<file path="src/rtl/rc4_encryptor.sv">
// RC4 encryptor: S init, KSA and one PRGA step per plaintext byte against an external 256x8 S RAM.
// Define RC4_DROP_EN to discard the first DROP_N keystream bytes (RC4-dropN) before accepting plaintext.
module rc4_encryptor #(
  parameter int MSG_LEN   = 32,
  parameter int KEY_BYTES = 3,
  parameter int DROP_N    = 256
) (
  input  logic                   clk,
  input  logic                   reset_n,
  input  logic                   start,
  input  logic [8*KEY_BYTES-1:0] secret_key,
  input  logic [7:0]             pt_data,
  input  logic                   pt_valid,
  output logic                   pt_ready,
  output logic [7:0]             ct_data,
  output logic                   ct_valid,
  output logic [7:0]             ct_index,
  output logic [7:0]             s_address,
  output logic [7:0]             s_data,
  output logic                   s_wren,
  input  logic [7:0]             s_q,
  output logic                   busy,
  output logic                   done
);

  typedef enum logic [3:0] {
    IDLE, INIT, RD_I, CAP_I, RD_J, WR_I, WR_J, RD_F, CAP_F, PT_WAIT, DONE
  } state_t;
  typedef enum logic [1:0] {PH_KSA, PH_DROP, PH_PRGA} phase_t;

  state_t                 state_q;
  phase_t                 phase_q;
  logic [7:0]             i_q, j_q, cnt_q;
  logic [8*KEY_BYTES-1:0] key_q;
  logic [7:0]             addr_q, wdata_q;
  logic                   wren_q, pass_q;
  logic [7:0]             ct_data_q, ct_index_q;
  logic                   ct_valid_q;
  logic [7:0]             si_q, sj_q, pt_q;
  logic [7:0]             j_d, i_inc_d;
`ifdef RC4_DROP_EN
  logic [15:0]            drop_q;
`endif

  // Key byte 0 is the most significant byte of the key.
  function automatic logic [7:0] key_byte(input logic [8*KEY_BYTES-1:0] key, input logic [7:0] idx);
    int                     k;
    logic [8*KEY_BYTES-1:0] sh;
    k  = int'(idx) % KEY_BYTES;
    sh = key >> (8 * (KEY_BYTES - 1 - k));
    return sh[7:0];
  endfunction

  always_comb begin
    i_inc_d = i_q + 8'd1;
    j_d     = j_q + s_q;
    if (phase_q == PH_KSA) j_d = j_d + key_byte(key_q, i_q);
  end

  // Each swap step: RD_I, CAP_I (si arrives, new j), RD_J, WR_I (sj arrives and is written straight back), WR_J.
  always_ff @(posedge clk) begin
    if (!reset_n) begin
      state_q    <= IDLE;
      phase_q    <= PH_KSA;
      i_q        <= '0;
      j_q        <= '0;
      cnt_q      <= '0;
      key_q      <= '0;
      addr_q     <= '0;
      wdata_q    <= '0;
      wren_q     <= 1'b0;
      pass_q     <= 1'b0;
      ct_data_q  <= '0;
      ct_index_q <= '0;
      ct_valid_q <= 1'b0;
`ifdef RC4_DROP_EN
      drop_q     <= '0;
`endif
    end else begin
      wren_q     <= 1'b0;
      pass_q     <= 1'b0;
      ct_valid_q <= 1'b0;
      case (state_q)
        IDLE, DONE: begin
          if (start) begin
            key_q   <= secret_key;
            i_q     <= '0;
            j_q     <= '0;
            cnt_q   <= '0;
            phase_q <= PH_KSA;
            addr_q  <= '0;
            wdata_q <= '0;
            wren_q  <= 1'b1;
            state_q <= INIT;
          end
        end
        INIT: begin
          if (i_q == 8'hFF) begin
            i_q     <= '0;
            addr_q  <= '0;
            state_q <= RD_I;
          end else begin
            i_q     <= i_inc_d;
            addr_q  <= i_inc_d;
            wdata_q <= i_inc_d;
            wren_q  <= 1'b1;
          end
        end
        RD_I:  state_q <= CAP_I;
        CAP_I: begin
          j_q     <= j_d;
          addr_q  <= j_d;
          state_q <= RD_J;
        end
        RD_J: begin
          addr_q  <= i_q;
          wren_q  <= 1'b1;
          pass_q  <= 1'b1;
          state_q <= WR_I;
        end
        WR_I: begin
          addr_q  <= j_q;
          wdata_q <= si_q;
          wren_q  <= 1'b1;
          state_q <= WR_J;
        end
        WR_J: begin
          if (phase_q == PH_PRGA) begin
            addr_q  <= si_q + sj_q;
            state_q <= RD_F;
          end
`ifdef RC4_DROP_EN
          else if (phase_q == PH_DROP) begin
            if (drop_q == 16'(DROP_N - 1)) begin
              state_q <= PT_WAIT;
            end else begin
              drop_q  <= drop_q + 16'd1;
              i_q     <= i_inc_d;
              addr_q  <= i_inc_d;
              state_q <= RD_I;
            end
          end
`endif
          else if (i_q != 8'hFF) begin
            i_q     <= i_inc_d;
            addr_q  <= i_inc_d;
            state_q <= RD_I;
          end else begin
            j_q <= '0;
`ifdef RC4_DROP_EN
            // First drop step already carries the PRGA pre-increment of i.
            i_q     <= 8'd1;
            addr_q  <= 8'd1;
            drop_q  <= '0;
            phase_q <= PH_DROP;
            state_q <= RD_I;
`else
            i_q     <= '0;
            state_q <= PT_WAIT;
`endif
          end
        end
        RD_F:  state_q <= CAP_F;
        CAP_F: begin
          ct_data_q  <= pt_q ^ s_q;
          ct_valid_q <= 1'b1;
          ct_index_q <= cnt_q;
          cnt_q      <= cnt_q + 8'd1;
          state_q    <= (cnt_q == 8'(MSG_LEN - 1)) ? DONE : PT_WAIT;
        end
        PT_WAIT: begin
          if (pt_valid) begin
            i_q     <= i_inc_d;
            addr_q  <= i_inc_d;
            phase_q <= PH_PRGA;
            state_q <= RD_I;
          end
        end
        default: state_q <= IDLE;
      endcase
    end
  end

  // Swap operands and the held plaintext byte need no reset.
  always_ff @(posedge clk) begin
    if (state_q == CAP_I) si_q <= s_q;
    if (state_q == WR_I) sj_q <= s_q;
    if (state_q == PT_WAIT && pt_valid) pt_q <= pt_data;
  end

  assign s_address = addr_q;
  assign s_data    = pass_q ? s_q : wdata_q;
  assign s_wren    = wren_q;
  assign ct_data   = ct_data_q;
  assign ct_valid  = ct_valid_q;
  assign ct_index  = ct_index_q;
  assign pt_ready  = (state_q == PT_WAIT);
  assign busy      = (state_q != IDLE) && (state_q != DONE);
  assign done      = (state_q == DONE);

endmodule

</file>
<file path="config.mk">
export PLATFORM = sky130hd
export DESIGN_NAME = rc4_encryptor
export DESIGN_NICKNAME = d
export VERILOG_FILES = /design/src/rtl/rc4_encryptor.sv
export SDC_FILE = /design/constraint.sdc
export NUM_CORES = 1
export LEC_CHECK = 0
export ABC_CLOCK_PERIOD_IN_PS = 25800
export CAP_MARGIN = 5
export CORE_ASPECT_RATIO = 0.7
export CORE_MARGIN = 4
export CORE_UTILIZATION = 64
export CTS_BUF_LIST = sky130_fd_sc_hd__clkbuf_2
export CTS_CLUSTER_SIZE = 14
export DETAILED_ROUTE_END_ITERATION = 7
export MAX_ROUTING_LAYER = met4
export PLACE_DENSITY_LB_ADDON = 0.1
export SLEW_MARGIN = 25
export SYNTH_ARGS = -nofsm -noshare
export SYNTH_HDL_FRONTEND = slang
export SYNTH_SLANG_ARGS = --single-unit
</file>
<file path="constraint.sdc">
create_clock -name clk -period 25.8 [get_ports clk]
set_clock_uncertainty 0.05 [all_clocks]
set_input_delay 5.16 -clock clk [delete_from_list [all_inputs] [get_ports clk]]
set_output_delay 5.16 -clock clk [all_outputs]
set_load 0.005 [all_outputs]
</file>
==> impl_metrics.toml <==
[min_path]
hold_class = "reg -> reg"
hold-path-cell-count = 2
min-delay-start = "ct_index[7]"
holdPathEnd = "ct_index[7]"

[synthesis]
synth-main-ff-cell = "dfxtp_1"
post_synthesis_cell_type_with_the_largest_combined_area = "dfxtp_1"
postSynthRegisterBits = 112
synthesized_instance_count = 894
postSynthNetCount = 970
synth-seq-area-share_pct = 33.9
area_fraction_of_the_dominant_cell_type_after_synthesis_pct = 24.0
netlist_area_um2 = 7330
syn-mean-instance-area_um2 = 8.19
async_flop_share_pct = 0
synth.yosys.warnings = 0
netlist_top_cells_area = "dfxtp_1, edfxtp_1, nand2_1"
synth_unique_cells = 82
synth_edf_count = 24

[cts]
clock_path_buffers = 2
cts-buffers-inserted = 9
cts.repair_timing.setup_buffer_count = 0
clk-insertion-delay-late_ps = 640
htree_levels = 3
ctsHoldBuffers = 0
post_cts_resized = 0
cts.root.buffer_cell = "clkbuf_2"
clkSlewWorstSetupHoldPaths_ps = 340
clock_tree_from_tritoncts = "built"
clock_sinks = 112

[placement]
finalWeightedCongestion = 0.962
hpwlAfterDp_mm = 15.4
port-buffer-count = 80
place_ws_ps = 14000

[critical_path]
crit_top_cell = "clkdlybuf4s50_1"
worst-path-max-fanout = 5
reg2reg_from = "i_q[7]"
crit_path_end_kind = "output pin"
crit_type = "in -> out"
critical_path.reg2reg.endpoint = "s_address[5]"
rrSetupSlack_ps = 16140
cp_data_arrival_time_ps = 6630
timing.reg2reg.worst_path_depth = 38
required_time_reported_for_the_critical_path_endpoint_ps = 20590
critical_path.n_buffers_inverters = 2
critical_path.top_delay_family = "buffers and inverters"
slowest_delay_ps = 700
critPathLaunchType = "input port"
timing.critical_path.slowest_stage_cell = "clkdlybuf4s50_1"
critical_path_cell_by_cell = "clkdlybuf4s50_1 -> mux2_2 -> clkdlybuf4s50_1"

[sta]
fmax_mhz = 84.5
tightest_slew_ps = 945
worst_slack_ps = 13960
post-route-period-util_pct = 45.9
max_slew_margin_pct = 36.9
finalMaxSlewViolations = 0
finalSetupViolations = 0
finalCriticalPeriod_ps = 11840
grt_setup_unrepaired = "no"
setup_tns_ps = 0
timing_hold_violations_final = 0

[global_routing]
global_route.overflow_total = 0
grt_pass1_vias = 6764
wire_length_of_the_first_global_routing_pass_mm = 34.2
grt_util_all_layers_pct = 32.6
antenna_found_initial = 0
grt_start_max_net_pins = 48

[drt]
first_pass_iters = 7
antenna_violating_nets_post_route = 0
drtIter0Drc = 792
drc_errors = 0
viasPerCell = 6.46
totalWireLength_mm = 21.0
route.detailed.wl_per_inst_um = 19.1
via_count = 7081

[power]
vdd_drop_max_mv = 0.0333
cellLeakagePower_uw = 0.00323
power_per_cell_area_nw_per_um2 = 47.5

[final_layout]
finish.net_count = 1014
antenna-diode-count = 0
area_growth_syn_to_layout_pct = 12.8
post_route_cells_drive_above_1_share_pct = 7.21

[die]
std_cell_rows = 32
fp.dieH_um = 97.5
dieWidth_um = 136
effective_utilization_at_floorplan_pct = 66.1
fp.dieArea_um2 = 13200
core_um2 = 11100
top_level_ports = 81

[outcome]
outcome = "completed"

[run]
max-cap-violations = 0
## stage by stage
step	power (uW)	hold slack [ps]	cell area [um2]	util (%)	instances
6_report	393	420	8270	74.5	1096
5_1_grt	411	450	8270	74.5	1096
4_1_cts	390	423	8260	74.5	1096
3_5_place_dp	311	397	8140	73.4	1080
3_3_place_gp	305	390	8140	73.4	1080
2_1_floorplan	271	383	7330	-	894
## cell families after synthesis
family                     Yosys count  share of synthesized area, %
and+or+nand+nor                    346                          22.6
AOI/OAI and AO/OA                  260                          24.6
DFF                                112                          33.9
buffers and inverters               79                          4.58
xor gates and xnor gates            40                          4.78
adders and majority gates           32                          5.77
muxes                               25                          3.79
## power by group
part,internal [uW],switching (uW)
Sequential,190,8.91
Combinational,45.4,65.5
Clock,16.5,66.1
Total,252,141
## per-layer routing
| layer | GRT usage [%] | share of wire, % |
|---|---|---|
| met1 | 46.1 | 45 |
| met5 | - | 0 |
| met2 | 48.4 | 44 |
| met4 | 6.58 | 1.5 |
| met3 | 7.09 | 10 |
## cells in the final DEF (no fill, tap or decap), types with 16 or more instances in the layout
cell	count
nor2_1	82
mux2_2	18
nor2b_1	25
edfxtp_1	24
inv_1	22
nand3_1	18
nor3_1	18
nand2_1	125
dfxtp_1	88
ha_1	29
xnor2_1	33
a21oi_1	82
clkdlybuf4s50_1	80
a22oi_1	16
o21ai_0	30
## tightest hold or removal path, delay by kind of cell (launching register included)
family,cells,cell delay [ps]
simple gates,1,50
flops,1,390
compound gates,1,50
## cell usage after synthesis (8+ instances only)
cell type and count:
a211oi_1 8, a21boi_0 10, a21o_1 15, a21oi_1 82, a221oi_1 9, a22oi_1 16
a31oi_1 12, and2_1 10, clkbuf_1 38, dfxtp_1 88, edfxtp_1 24, ha_1 29
inv_1 22, mux2_2 18, nand2_1 125, nand2b_1 10, nand3_1 18, nor2_1 82
nor2b_1 25, nor3_1 18, o211a_1 8, o21ai_0 30, o31ai_1 8, xnor2_1 33
## layout make-up
type / count / area (um2)
multi-input cells: 703 / 4520
fillers: 816 / 2830
flip-flops and latches: 112 / 2480
repair buffers: 88 / 861
well taps: 153 / 191
inverters: 24 / 90.1
clock inverters: 7 / 76.3
clock buffers: 9 / 45.0
## sequential cells by signal (all words and copies together), names as in the netlist
register	flops
cnt_q	8
ct_data	8
ct_index	8
ct_valid	1
i_q	8
j_q	8
key_q	24
pass_q	1
phase_q	1
pt_q	8
s_address	8
s_wren	1
si_q	8
sj_q	8
state_q	4
wdata_q	8
## how the worst max path moves through the flow
| stage | cells after the start | from | slack [ps] | end |
|---|---|---|---|---|
| after floorplan | 1 | s_q[0] | 15180 | s_data[0] |
| after global placement | 3 | s_q[1] | 14000 | s_data[1] |
| after detailed placement | 3 | s_q[1] | 14000 | s_data[1] |
| after CTS | 3 | s_q[1] | 13990 | s_data[1] |
| after global routing | 3 | s_q[1] | 13960 | s_data[1] |
| final | 3 | s_q[0] | 13960 | s_data[0] |
Power figures use the tool's default switching activity.
